`src/rtl/dm_access_ctrl.sv`:
```
// dm_access_ctrl: data-memory initiator with word/byte access, read-modify-write byte stores and error reporting
module dm_access_ctrl #(
    parameter int ADDR_W    = 16,
    parameter int MEM_WORDS = 8192
) (
    input  logic              clk,
    input  logic              rst,
    input  logic              req_valid,
    output logic              req_ready,
    input  logic              req_write,
    input  logic              req_byte,
    input  logic              req_signext,
    input  logic [ADDR_W-1:0] req_addr,
    input  logic [15:0]       req_wdata,
    output logic              resp_valid,
    output logic [15:0]       resp_rdata,
    output logic              resp_err,
    output logic [15:0]       A_DataAddress,
    output logic [15:0]       D_WriteData,
    output logic              C_DMRead,
    output logic              C_DMWrite,
    input  logic [15:0]       D_Data
);
    typedef enum logic [2:0] {IDLE, RD, CAP, WR, ERR} state_t;
    state_t state, state_nx;
    logic              l_write, l_byte, l_sext, l_lane;
    logic [7:0]        l_wbyte;
    logic [ADDR_W-2:0] widx;
    logic              acc, bad;
    logic [7:0]        rbyte;
    assign widx      = req_addr[ADDR_W-1:1];
    assign acc       = req_valid && req_ready;
    assign bad       = (!req_byte && req_addr[0]) || (32'(widx) >= MEM_WORDS);
    assign req_ready = state == IDLE;
    assign C_DMRead  = state == RD;
    assign C_DMWrite = state == WR;
    assign rbyte     = l_lane ? D_Data[15:8] : D_Data[7:0];
    // state register
    always_ff @(posedge clk)
        state <= rst ? IDLE : state_nx;
    // next-state: only byte stores leave CAP for WR
    always_comb begin
        state_nx = state;
        case (state)
            IDLE:    state_nx = !acc ? IDLE : bad ? ERR : (req_write && !req_byte) ? WR : RD;
            RD:      state_nx = CAP;
            CAP:     state_nx = l_write ? WR : IDLE;
            default: state_nx = IDLE;
        endcase
    end
    // request latching, memory address/data and response registers
    always_ff @(posedge clk) begin
        if (rst) begin
            resp_valid    <= 1'b0;
            resp_err      <= 1'b0;
            resp_rdata    <= '0;
            A_DataAddress <= '0;
            D_WriteData   <= '0;
            l_write       <= 1'b0;
            l_byte        <= 1'b0;
            l_sext        <= 1'b0;
            l_lane        <= 1'b0;
            l_wbyte       <= '0;
        end else begin
            resp_valid <= (state == CAP && !l_write) || state == WR || state == ERR;
            if (acc) begin
                l_write       <= req_write;
                l_byte        <= req_byte;
                l_sext        <= req_signext;
                l_lane        <= req_addr[0];
                l_wbyte       <= req_wdata[7:0];
                A_DataAddress <= 16'({1'b0, widx});
                if (req_write && !req_byte && !bad)
                    D_WriteData <= req_wdata;
            end
            if (state == CAP && !l_write) begin
                resp_rdata <= l_byte ? {{8{l_sext & rbyte[7]}}, rbyte} : D_Data;
                resp_err   <= 1'b0;
            end
            if (state == CAP && l_write)
                D_WriteData <= l_lane ? {l_wbyte, D_Data[7:0]} : {D_Data[15:8], l_wbyte};
            if (state == WR || state == ERR) begin
                resp_rdata <= '0;
                resp_err   <= state == ERR;
            end
        end
    end
endmodule

```
`config.mk`:
```
export PLATFORM = sky130hd
export DESIGN_NAME = dm_access_ctrl
export DESIGN_NICKNAME = d
export VERILOG_FILES = /design/src/rtl/dm_access_ctrl.sv
export SDC_FILE = /design/constraint.sdc
export NUM_CORES = 1
export LEC_CHECK = 0
export BUFFER_PORTS_ARGS = -buffer_cell sky130_fd_sc_hd__buf_2
export CORE_UTILIZATION = 40
export DETAILED_ROUTE_END_ITERATION = 10
export PLACE_DENSITY = 0.75
export SYNTH_ARGS = -nofsm -noshare
export SYNTH_HDL_FRONTEND = slang
export SYNTH_SLANG_ARGS = --single-unit
```
`constraint.sdc`:
```
create_clock -name clk -period 4.1 [get_ports clk]
set_input_delay 1.025 -clock clk [delete_from_list [all_inputs] [get_ports clk]]
set_output_delay 1.025 -clock clk [all_outputs]
set_load 0.1 [all_outputs]
```
==> results.py <==
metrics = {
    "detailed_routing": {
        "wl_per_cell_um": 15.39,
        "vias": 2945,
        "wl_um": 8327,
        "drt-pass1-iter-count": 4,
        "routed_via_density": 5.444,
        "drtIter0Drc": 264,
        "ant_nets": 0,
        "post-route-drc-count": 0,
    },
    "clock_tree": {
        "cts-hold-fix-buffers": 0,
        "clk-insertion-delay-late_ns": 0.34,
        "clk_pin_slew_ns": 0.06,
        "htree_levels": 3,
        "cts_buffer_depth": 2,
        "cts_buffers": 9,
        "cts_resized": 0,
        "cts_root_buf": "clkbuf_8",
        "post_cts_buffers": 0,
        "cts_tree": "yes",
        "cts.sinks": 64,
    },
    "place": {
        "place.gp.congestion": 0.8033,
        "hpwl_um": 5710,
        "port_buffers": 105,
        "place_area_um2": 3617,
        "dp_cells": 527,
        "dp_worst_setup_slack_ns": 0.8988,
    },
    "sta": {
        "fmax_ghz": 0.3468,
        "setup_viol": 0,
        "tns_ns": 0,
        "hold_viol_final": 0,
        "rsz0062_at_grt": "no",
        "skew_ns": 0.006280,
        "tightest_slew_ns": 0.8958,
        "fin_worst_hold_slack_ns": 0.4551,
        "period_minus_slack_ns": 2.883,
        "period_share": 0.7032,
        "slew_headroom": 0.4028,
        "drv_slew": 0,
        "setup_slack_ns": 1.217,
    },
    "pwr": {
        "power_mw": 1.423,
        "p_leak_nw": 1.678,
        "powerDensity_nw_per_um2": 375.3,
        "ir_drop_v": 0.0002447,
    },
    "cells_and_area": {
        "stdcell_count": 541,
        "final_cell_mix": "buf_2 (105), dfxtp_1 (64), nand2_1 (56)",
        "fin_util": 0.5197,
        "nNetsFinal": 493,
        "drive_above_1_share": 0.3281,
        "finalInstanceArea_um2": 3790,
        "area_growth_pct": 24.50,
        "final_common_cell": "buf_2",
        "diodes": 0,
    },
    "yosys": {
        "synth_compound_area_frac": 0.2692,
        "synth_top_family_by_area": "compound AO/OA/AOI/OAI gates",
        "synth_edf_count": 0,
        "yosysWarnings": 0,
        "ys_types": 35,
        "netlist_area_um2": 3044,
        "synth-seq-cells": 64,
        "synth_cells": 353,
        "synthAdderAreaFrac": 0,
        "synth_top_area_cell": "dfxtp_1",
        "synth-async-reset-ratio": 0,
        "yosysTopAreaCellShare": 0.4209,
        "ys_top_cells_by_area": "dfxtp_1 (42%), nor2b_1 (8.2%), nand2_1 (6.9%)",
        "synth_mux_area_frac": 0.02959,
        "synthSimpleGateAreaFrac": 0.2252,
        "synthFlopType": "dfxtp_1",
        "synth_xor_area_frac": 0,
        "syn_nets": 407,
        "seq_area_frac_synth": 0.4209,
        "avgSynthCellArea_um2": 8.624,
    },
    "job": {
        "drv_cap": 0,
    },
    "setup_path": {
        "critPathKind": "in2reg",
        "worstPathArrival_ns": 3.11,
        "worstPathRequired_ns": 4.32,
        "cp_num_buf_inv": 1,
        "cpMaxStageDelayCell": "or4_1",
        "start_kind": "input pin",
        "r2r_start": "state[2]",
        "cp_cell_sequence": "buf_2 -> or4_1 -> o31a_1 -> o41ai_1",
        "path_delay_family": "compound AO/OA/AOI/OAI gates",
        "slowest_delay_ns": 0.85,
        "cp-end-kind": "flip-flop",
        "crit_fanout": 17,
        "crit_path_start": "req_addr[15]",
    },
    "global_routing": {
        "track_usage": 0.2174,
        "grt_pass1_wl_um": 12990,
        "antenna_found_initial": 1,
        "grt_start_max_net_pins": 46,
        "overflow": 0,
        "grt_pass1_vias": 2589,
    },
    "floorplan": {
        "dieArea_um2": 7963,
        "initial_core_util": 0.4175,
        "row_count": 31,
        "core_area_um2": 7292,
        "die-height_um": 89.24,
        "num_io_pins": 107,
        "die_x_um": 89.24,
    },
    "run_status": {
        "status": "completed",
    },
    "worst_hold_path": {
        "hold_path.class": "reg2reg",
        "min_from": "A_DataAddress[0]",
    },
}
kinds of logic after synthesis:
logic type | Yosys count
other | 1
muxes | 9
and+or+nand+nor | 138
DFF | 64
buffers and inverters | 40
AOI/OAI and AO/OA | 101
metal layers:
metal  up-vias  wire length, µm  GRT usage
li1       1436                -          -
met1      1371             3760     0.2938
met2       122             3703     0.3282
met3        14              711    0.07572
met4         2              139    0.06349
met5         -               11          0
sequential cells by signal, indices dropped and copies added, names as in the netlist:
name	cells
state	3
resp_err	1
l_lane	1
l_sext	1
l_byte	1
resp_valid	1
l_wbyte	8
A_DataAddress	15
D_WriteData	16
resp_rdata	16
l_write	1
cell usage after synthesis, types with 3 or more instances:
| cell | count |
|---|---|
| buf_1 | 4 |
| o221a_2 | 8 |
| mux2i_1 | 9 |
| clkbuf_1 | 29 |
| o41ai_1 | 7 |
| dfxtp_1 | 64 |
| inv_1 | 3 |
| o41ai_2 | 9 |
| nor2_1 | 27 |
| nand2_1 | 56 |
| nor3_1 | 3 |
| a211oi_1 | 25 |
| o311ai_1 | 16 |
| nor2b_1 | 40 |
| a21oi_1 | 30 |
layout make-up:
type	instances	area (µm²)
fillers	728	3502
multi-input cells	249	1623
flip-flops and latches	64	1281
repair buffers	112	578.1
clock buffers	14	172.7
well taps	99	123.9
inverters	3	11.26
worst min-delay path: cells and delay by family (launching register included):
family | cells | cell delay (ns)
AND/OR/NAND/NOR | 1 | 0.05
flip-flops | 1 | 0.31
AO/OA/AOI/OAI | 1 | 0.05
worst paths after layout:
check | cells after the start | endpoint | slack, ns
setup reg to reg | 4 | D_WriteData[4] | 1.58
hold / removal | 2 | A_DataAddress[0] | 0.46
setup / recovery | 4 | D_WriteData[4] | 1.22
hold reg to reg | 2 | A_DataAddress[0] | 0.46
report_power, final:
group	total, mW	leakage [nW]	internal [mW]	switching (mW)
clock	0.483	0.0886	0.263	0.220
sequential	0.664	0.521	0.645	0.0193
combinational	0.276	1.07	0.0669	0.209
(Power assumes the default switching activity.)
